===== config.mk =====
export PLATFORM = sky130hd
export DESIGN_NAME = writeback_demux_flat
export DESIGN_NICKNAME = d
export VERILOG_FILES = /design/src/rtl/writeback_demux_pkg.sv /design/src/rtl/writeback_demux_if.sv /design/src/rtl/writeback_demux_flag_gen.sv /design/src/rtl/writeback_demux.sv /design/src/flat_wrapper.sv
export SDC_FILE = /design/constraint.sdc
export NUM_CORES = 1
export LEC_CHECK = 0
export ABC_AREA = 1
export CAP_MARGIN = 20
export CORE_UTILIZATION = 43
export DETAILED_ROUTE_END_ITERATION = 7
export GPL_ROUTABILITY_DRIVEN = 0
export PLACE_DENSITY = 0.76
export SLEW_MARGIN = 20
export SYNTH_ARGS = -nofsm -noshare
export SYNTH_HDL_FRONTEND = slang
export SYNTH_SLANG_ARGS = --single-unit

===== constraint.sdc =====
create_clock -name clk -period 1.3 [get_ports clk]
set_input_delay 0.13 -clock clk [delete_from_list [all_inputs] [get_ports clk]]
set_output_delay 0.13 -clock clk [all_outputs]
set_load 0.01 [all_outputs]

===== src/rtl/writeback_demux_pkg.sv =====
// Shared constants for the write-back path: destination selects, controller
// state encoding and flag bit positions (also used by operand-select logic).
package writeback_demux_pkg;

    localparam logic [1:0] DEST_A    = 2'b00;
    localparam logic [1:0] DEST_B    = 2'b01;
    localparam logic [1:0] DEST_MEM  = 2'b10;
    localparam logic [1:0] DEST_NONE = 2'b11;

    localparam logic [0:0] ST_IDLE     = 1'b0;
    localparam logic [0:0] ST_MEM_WAIT = 1'b1;

    localparam int FLAG_W = 3;
    localparam int FLAG_Z = 2;
    localparam int FLAG_N = 1;
    localparam int FLAG_C = 0;

    typedef logic [FLAG_W-1:0] flags_t;

endpackage


===== src/rtl/writeback_demux_if.sv =====
// Memory write port: data/address qualified by a valid/ready handshake.
interface writeback_demux_if #(
    parameter int WIDTH = 8
);
    logic [WIDTH-1:0] mem_data;
    logic [WIDTH-1:0] mem_addr;
    logic             mem_valid;
    logic             mem_ready;

    modport master (
        output mem_data,
        output mem_addr,
        output mem_valid,
        input  mem_ready
    );

    modport slave (
        input  mem_data,
        input  mem_addr,
        input  mem_valid,
        output mem_ready
    );
endinterface


===== src/rtl/writeback_demux_flag_gen.sv =====
// Combinational {Z, N, C} flags for an ALU result.
module writeback_demux_flag_gen
    import writeback_demux_pkg::*;
#(
    parameter int WIDTH = 8
) (
    input  logic [WIDTH-1:0] alu_out,
    input  logic             alu_c,
    output flags_t           flags_next
);
    always_comb begin
        flags_next         = '0;
        flags_next[FLAG_Z] = (alu_out == '0);
        flags_next[FLAG_N] = alu_out[WIDTH-1];
        flags_next[FLAG_C] = alu_c;
    end
endmodule


===== src/rtl/writeback_demux.sv =====
// Routes an ALU result to register A, register B or a handshaked memory write,
// recording flags for every accepted request; stalls while a write is pending.
module writeback_demux
    import writeback_demux_pkg::*;
#(
    parameter int WIDTH = 8
) (
    input  logic                 clk,
    input  logic                 rst_n,
    input  logic [WIDTH-1:0]     alu_out,
    input  logic                 alu_c,
    input  logic [1:0]           s,
    input  logic                 wr_en,
    input  logic [WIDTH-1:0]     addr_in,
    output logic [WIDTH-1:0]     reg_a,
    output logic [WIDTH-1:0]     reg_b,
    output logic                 busy,
    output logic [FLAG_W-1:0]    flags,
    writeback_demux_if.master    mem
);
    logic [0:0]       state_reg;
    logic [WIDTH-1:0] reg_a_reg;
    logic [WIDTH-1:0] reg_b_reg;
    logic [WIDTH-1:0] mem_data_reg;
    logic [WIDTH-1:0] mem_addr_reg;
    logic             mem_valid_reg;
    flags_t           flags_reg;
    flags_t           flags_next;

    writeback_demux_flag_gen #(
        .WIDTH(WIDTH)
    ) u_flag_gen (
        .alu_out    (alu_out),
        .alu_c      (alu_c),
        .flags_next (flags_next)
    );

    // Requests are only taken in IDLE; mem_ready matters only in MEM_WAIT.
    always_ff @(posedge clk or negedge rst_n) begin
        if (!rst_n) begin
            state_reg     <= ST_IDLE;
            reg_a_reg     <= '0;
            reg_b_reg     <= '0;
            mem_data_reg  <= '0;
            mem_addr_reg  <= '0;
            mem_valid_reg <= 1'b0;
            flags_reg     <= '0;
        end else if (state_reg == ST_IDLE) begin
            if (wr_en) begin
                flags_reg <= flags_next;
                case (s)
                    DEST_A:    reg_a_reg <= alu_out;
                    DEST_B:    reg_b_reg <= alu_out;
                    DEST_MEM: begin
                        mem_data_reg  <= alu_out;
                        mem_addr_reg  <= addr_in;
                        mem_valid_reg <= 1'b1;
                        state_reg     <= ST_MEM_WAIT;
                    end
                    DEST_NONE: ;
                endcase
            end
        end else begin
            if (mem.mem_ready) begin
                mem_valid_reg <= 1'b0;
                state_reg     <= ST_IDLE;
            end
        end
    end

    assign reg_a         = reg_a_reg;
    assign reg_b         = reg_b_reg;
    assign flags         = flags_reg;
    assign busy          = (state_reg == ST_MEM_WAIT);
    assign mem.mem_data  = mem_data_reg;
    assign mem.mem_addr  = mem_addr_reg;
    assign mem.mem_valid = mem_valid_reg;
endmodule

===== src/flat_wrapper.sv =====
// flat-port wrapper written by rule: the top's interface ports become plain ports
module writeback_demux_flat import writeback_demux_pkg::*;
#(
    parameter int WIDTH = 8
)
  (clk, rst_n, alu_out, alu_c, s, wr_en, addr_in, reg_a, reg_b, busy, flags, mem_mem_data, mem_mem_addr, mem_mem_valid, mem_mem_ready);
  writeback_demux_if #(.WIDTH(WIDTH)) mem_i ();
  input  logic clk;
  input  logic rst_n;
  input  logic [WIDTH-1:0] alu_out;
  input  logic alu_c;
  input  logic [1:0] s;
  input  logic wr_en;
  input  logic [WIDTH-1:0] addr_in;
  output logic [WIDTH-1:0] reg_a;
  output logic [WIDTH-1:0] reg_b;
  output logic busy;
  output logic [FLAG_W-1:0] flags;
  output wire logic [$bits(mem_i.mem_data)-1:0] mem_mem_data;
  output wire logic [$bits(mem_i.mem_addr)-1:0] mem_mem_addr;
  output wire logic [$bits(mem_i.mem_valid)-1:0] mem_mem_valid;
  input wire logic [$bits(mem_i.mem_ready)-1:0] mem_mem_ready;
  assign mem_mem_data = mem_i.mem_data;
  assign mem_mem_addr = mem_i.mem_addr;
  assign mem_mem_valid = mem_i.mem_valid;
  assign mem_i.mem_ready = mem_mem_ready;
  writeback_demux #(.WIDTH(WIDTH)) u_core (.clk(clk), .rst_n(rst_n), .alu_out(alu_out), .alu_c(alu_c), .s(s), .wr_en(wr_en), .addr_in(addr_in), .reg_a(reg_a), .reg_b(reg_b), .busy(busy), .flags(flags), .mem(mem_i));
endmodule

-- Yosys cells after proc, flatten, opt, wreduce, memory -nomap -nowiden
Cells that the tools add are included.
- register bits after elaboration: 37
- memories kept: 0
- memory bits (read-only): 0
- RAM bits: 0
- bits in latches: 0
- input port bits: 23
- word-level logic and storage cells: 28
- output and inout port bits: 37
- bitwise logic cells: 1
- div/mod/pow operators: 0
- equality and inequality tests: 3
- shifts and indexed selects: 0
- mux-type cells: 8
- add/sub/neg operators: 0
- multipliers: 0
- order comparisons: 0
- reduce and logical (&&, ||, !) cells: 9
- operators with widths (operator ; count):
    3-bit AND reduction ; 4
    8-bit zero test ; 1
    1-bit 2-to-1 mux ; 8
    2-bit nonzero test ; 2
    2-bit by 1-bit == test with 1-bit output (second input constant) ; 1
    2-bit == test (second input constant) ; 1
    2-bit zero test ; 1
    2-bit != test (second input constant) ; 1
    2-bit AND reduction ; 1
    1-bit NOT ; 1

-- Logic depth before layout (Yosys ltp)
- word-level depth: 4
- depth in mapped cells: 7
- mapped depth without buffers: 5

-- By module
A second synthesis with hierarchy kept.
- cell total of the unflattened synthesis: 172
- area total of the unflattened synthesis: 1515.2 um^2
- by module, submodules not included (module ; cells an instance ; sequential area each (um^2) ; instances ; area an instance (um^2)):
    writeback_demux ; 163 ; 925.9 ; 1 ; 1473.9
    writeback_demux_flag_gen ; 9 ; 0.0 ; 1 ; 41.3

-- Least setup slack after synthesis
OpenSTA, ideal clock, no wires.
- path type: reg-to-reg
- start: reg u_core.state_reg, in the netlist u_core.busy
- end: reg u_core.mem_data_reg[5], in the netlist u_core.mem.mem_data[5]
- setup time: 0.119 ns
- buffers on the path: 2
- required time: 1.181 ns
- period minus slack after synthesis: 1.188 ns
- stages on the path, launching flop included: 7
- arrival: 1.069 ns
- slack: 0.112 ns
- cell sequence: dfrtp_1 > nor2_4 > buf_6 > nand2_8 > buf_6 > nand2_2 > o21ai_2
- cells in the longest elaborated chain, start to end: 2
- RTL lines (what ; RTL line ; source):
    start, declared ; writeback_demux.sv:21 ; logic [0:0] state_reg;
    start signal, assigned ; writeback_demux.sv:41 ; state_reg <= ST_IDLE;
    start signal, assigned ; writeback_demux.sv:58 ; state_reg <= ST_MEM_WAIT;
    start signal, assigned ; writeback_demux.sv:66 ; state_reg <= ST_IDLE;
    1-bit NOT (no source line) ; - ;
    3-bit AND reduction (no source line) ; - ;
    end signal, assigned ; writeback_demux.sv:55 ; mem_data_reg <= alu_out;
    end, declared ; writeback_demux.sv:24 ; logic [WIDTH-1:0] mem_data_reg;
Every way passes these cells.
A chain may end at the register's enable or synchronous reset.

-- Final worst setup path
- start: reg u_core.state_reg, in the netlist u_core.busy
- end: out busy
- RTL lines (what ; RTL line ; source):
    end, declared ; flat_wrapper.sv:17 ; output logic busy;
No word-level cell between the ends.

==> results.txt <==
After synthesis, the largest family of logic cells by area is simple AND/OR/NAND/NOR gates. The share of synthesized area in the top cell type comes to 0.594. The wire length of the first global-routing pass came out at 5670 um.

The via count of the first global-routing pass came to 1215. On the final layout, the worst clock skew is 3.10 ps. The max-capacitance violation count came out at 0. The transition time at the pin with the least slew margin came out at 459 ps. In this run the clock root is driven by a clkbuf_4. The mean instance size in the synthesized netlist came out at 10.2 sq um.

The die span in x came out at 62.2 um. After filler insertion, the fill cell instance count of the layout stands at 273. TritonCTS built the clock tree. For this design the static power due to leakage is 0.00121 uW. In the global route stage, overall resource usage came out at 0.193.

The top cell types in the final layout, fill and taps aside, are nand2_1 (47), dlygate4sd2_1 (37), dfrtp_1 (36), clkdlybuf4s50_1 (21), o21ai_2 (16). The detailed-route wire length per cell is 13.6 um. The number of nets in the layout is 248. The minimum period implied by the final worst setup slack came out at 1220 ps. After clock tree synthesis, the clock-pin slew on the worst setup and hold paths is 100 ps.

Yosys attributes the largest share of cell area to dfrtp_1 (59%), nand2_1 (12%), o21ai_2 (9.0%). Of the total synthesized cell area, the portion taken by full adders, half adders and majority gates is 0. The floorplan step set the die height to 62.2 um. The number of endpoints with negative hold slack in the final report came out at 0.

The kind of path behind the tightest hold check is in -> reg. The net count of the mapped netlist is 176. The aggregate global routing overflow came out at 0. The sum of negative setup slack is 0 ps. Across all register-to-register paths, the minimum setup slack is 110 ps. The critical path's largest stage delay came out at 460 ps. The core area is 3420 sq um.

The CTS H-tree depth is 2. The worst-case setup slack after placement is -162 ps. The maximum fanout count along the critical path is 4. The worst setup path is of the reg -> out kind. The met1 layer wirelength in the final routing came out at 1560 um. The number of I/O port buffers came out at 59. 0 antenna diodes ended up in the layout. The number of buffers created by CTS came out at 5. The number of DRC violations after detailed-routing iteration 0 came out at 40. The area added between synthesis and finish is 48.7%. The most common library cell in the layout ignoring fill and taps is nand2_1. After synthesis, the share of cell area in mux cells is 0. Following the worst setup path forward leads to its endpoint at busy. The flow ran to the end, and the final reports show no timing, DRC or antenna violations. The antenna violation net count after detailed routing is 0. The fraction of the yosys area taken by sequential cells is 0.594. Power spread over the standard cell area amounts to 1320 nW/um^2. The worst register-to-register path ends at u_core.mem.mem_addr[6]. In this run the critical register-to-register path is launched from u_core.busy.

The detailed-routed wire length on met2 came out at 1810 um. The initial antenna violation count is 0. The xor/xnor cell area share of the yosys netlist is 0. The deepest clock path buffer count came out at 2.

Of the cells placed in the final design, the portion with a size suffix greater than 1 is 0.221. The number of instances in the synthesized netlist came out at 153. In this run the core area contains 21 standard-cell rows.

The max-slew violation total from the final report came out at 0. The placed wire-length estimate came out at 2530 um. STA puts the critical path data required time at 1170 ps.

Wires add up to 3690 um. Of the total synthesized cell area, the portion taken by AND, OR, NAND and NOR gates is 0.219. The period utilization is 0.939. Using the TritonRoute via totals, the vias-per-cell ratio works out to 4.79.

The peak clock frequency supported by timing came out at 0.819 GHz. The number of distinct library cells after synthesis came out at 15. Once routing completed, OpenROAD measured the worst setup slack at 79.3 ps. The maximum ir drop on the vdd rail is 0.763 mV. The routed layout has 1303 vias. The floorplan step defined a die boundary enclosing 3870 sq um.

At the worst endpoint, the arrival time is 1090 ps. The maximum number of pins on one net before global-route repair is 38. Before antenna repair, the detailed router went through 4 iterations. The compound-gate portion of the synthesized area came to 0.122. The cell area after placement is 2200 sq um. The cell type with the largest total area after synthesis is dfrtp_1. The clock insertion delay at the later pin of the skew report came out at 340 ps. Measured against its own limit, the worst slew margin works out to 0.694. In the detailed route, the total length drawn on met3 is 259 um. The highest metal layer carrying signal wires in the routed design is met4. After detailed routing, the number of remaining DRC violations is 0. The number of storage elements in the synthesis netlist is 37. In this run the number of cells on the critical path is 1. The synthesis warning total came out at 0. The worst-case hold slack came out at 318 ps. The critical path buffer and inverter count came out at 1. CTS saw 37 sinks. For this design the top-level I/O count stands at 60. The final-report setup violation count came out at 0. Setup repair after global routing left no endpoint under its margin. Broken down by cell family, the worst path's largest delay share belongs to flip-flops. The share of the core filled with cells came out at 0.679. The capturing element type of the critical path is an output pin. For this configuration, the core starts out at a cell density of 0.456. Measured in cells, the most critical reg-to-reg path has a length of 5. The post-synthesis cell area came out at 1560 sq um. The finished cells cover 2320 sq um.

For this design, the slowest cell found on the critical path is dfrtp_2. Tracing the worst setup path back leads to its startpoint at u_core.busy. STA classifies the critical path startpoint as a flip-flop. Walking the worst path, the cells encountered are dlygate4sd2_1.
## worst min-delay path by stage
| stage | startpoint | cells past startpoint | end |
|---|---|---|---|
| 3_5_place_dp | rst_n | 2 | u_core.busy |
| 3_3_place_gp | rst_n | 2 | u_core.mem.mem_valid |
| 4_1_cts | alu_c | 3 | u_core.flags[0] |
| 2_1_floorplan | rst_n | 0 | u_core.busy |
| 5_1_grt | alu_c | 3 | u_core.flags[0] |
| 6_report | alu_c | 3 | u_core.flags[0] |
## through the flow
| stage | power, uW | instances |
|---|---|---|
| 3_5_place_dp | 2530 | 259 |
| 5_1_grt | 3240 | 272 |
| 2_1_floorplan | 1910 | 153 |
| 4_1_cts | 3060 | 269 |
| 3_3_place_gp | 2500 | 259 |
| 6_report | 3060 | 272 |
## layer usage
| metal | vias to the layer above | global-route usage |
|---|---|---|
| met1 | 611 | 0.227 |
| met3 | 7 | 0.0551 |
| met5 | - | 0 |
| met2 | 56 | 0.326 |
| li1 | 629 | - |
| met4 | 0 | 0.0872 |
## worst reg2reg max path: stages (launching register included)
cell and delay [ps]:
dfrtp_2 460, nor2_4 210, buf_12 180, buf_6 130
nand3_1 80, nand2_1 70
## cell type report
class / count / area [sq um] / share of cell area
sequential: 37 / 927 / 0.400
timing repair buffer: 67 / 618 / 0.267
multi-input combinational: 102 / 601 / 0.259
clock buffer: 7 / 65.1 / 0.0281
tap: 46 / 57.6 / 0.0248
inverter: 12 / 45.0 / 0.0194
clock inverter: 1 / 5.00 / 0.00216
## report_power, final
part	internal (uW)	switching, uW	total (uW)	leakage (uW)
combinational	435	449	884	0.000706
sequential	1370	130	1500	0.000462
clock	313	367	681	0.0000413
total	2120	946	3060	0.00121
## synth_stat cells
cell / instances
buf_6: 5
o21ai_2: 16
nand3_1: 8
o21ai_0: 1
inv_1: 11
nor2_8: 1
nor2_4: 1
nand2_1: 50
o21ai_1: 9
dfrtp_1: 37
inv_2: 1
nand2_8: 1
nor2_2: 1
nor2_1: 5
nand2_2: 6
## logic make-up (layout without fill, tap and decap cells)
| kind of cell | after synthesis | in the layout |
|---|---|---|
| buf+inv | 17 | 87 |
| flops | 37 | 37 |
| simple gates | 73 | 76 |
| compound gates | 26 | 26 |
## timing repair
action | 4_1_cts | 5_1_grt
resized for setup | 39 | 7
setup buffers | 1 | 1
cloned | 0 | 3
endpoints found under the hold margin | 37 | 0
hold buffers | 1 | 0
endpoints found under the setup margin | 37 | 24
pin swaps | 2 | 4
Power figures use the tool's default switching activity.
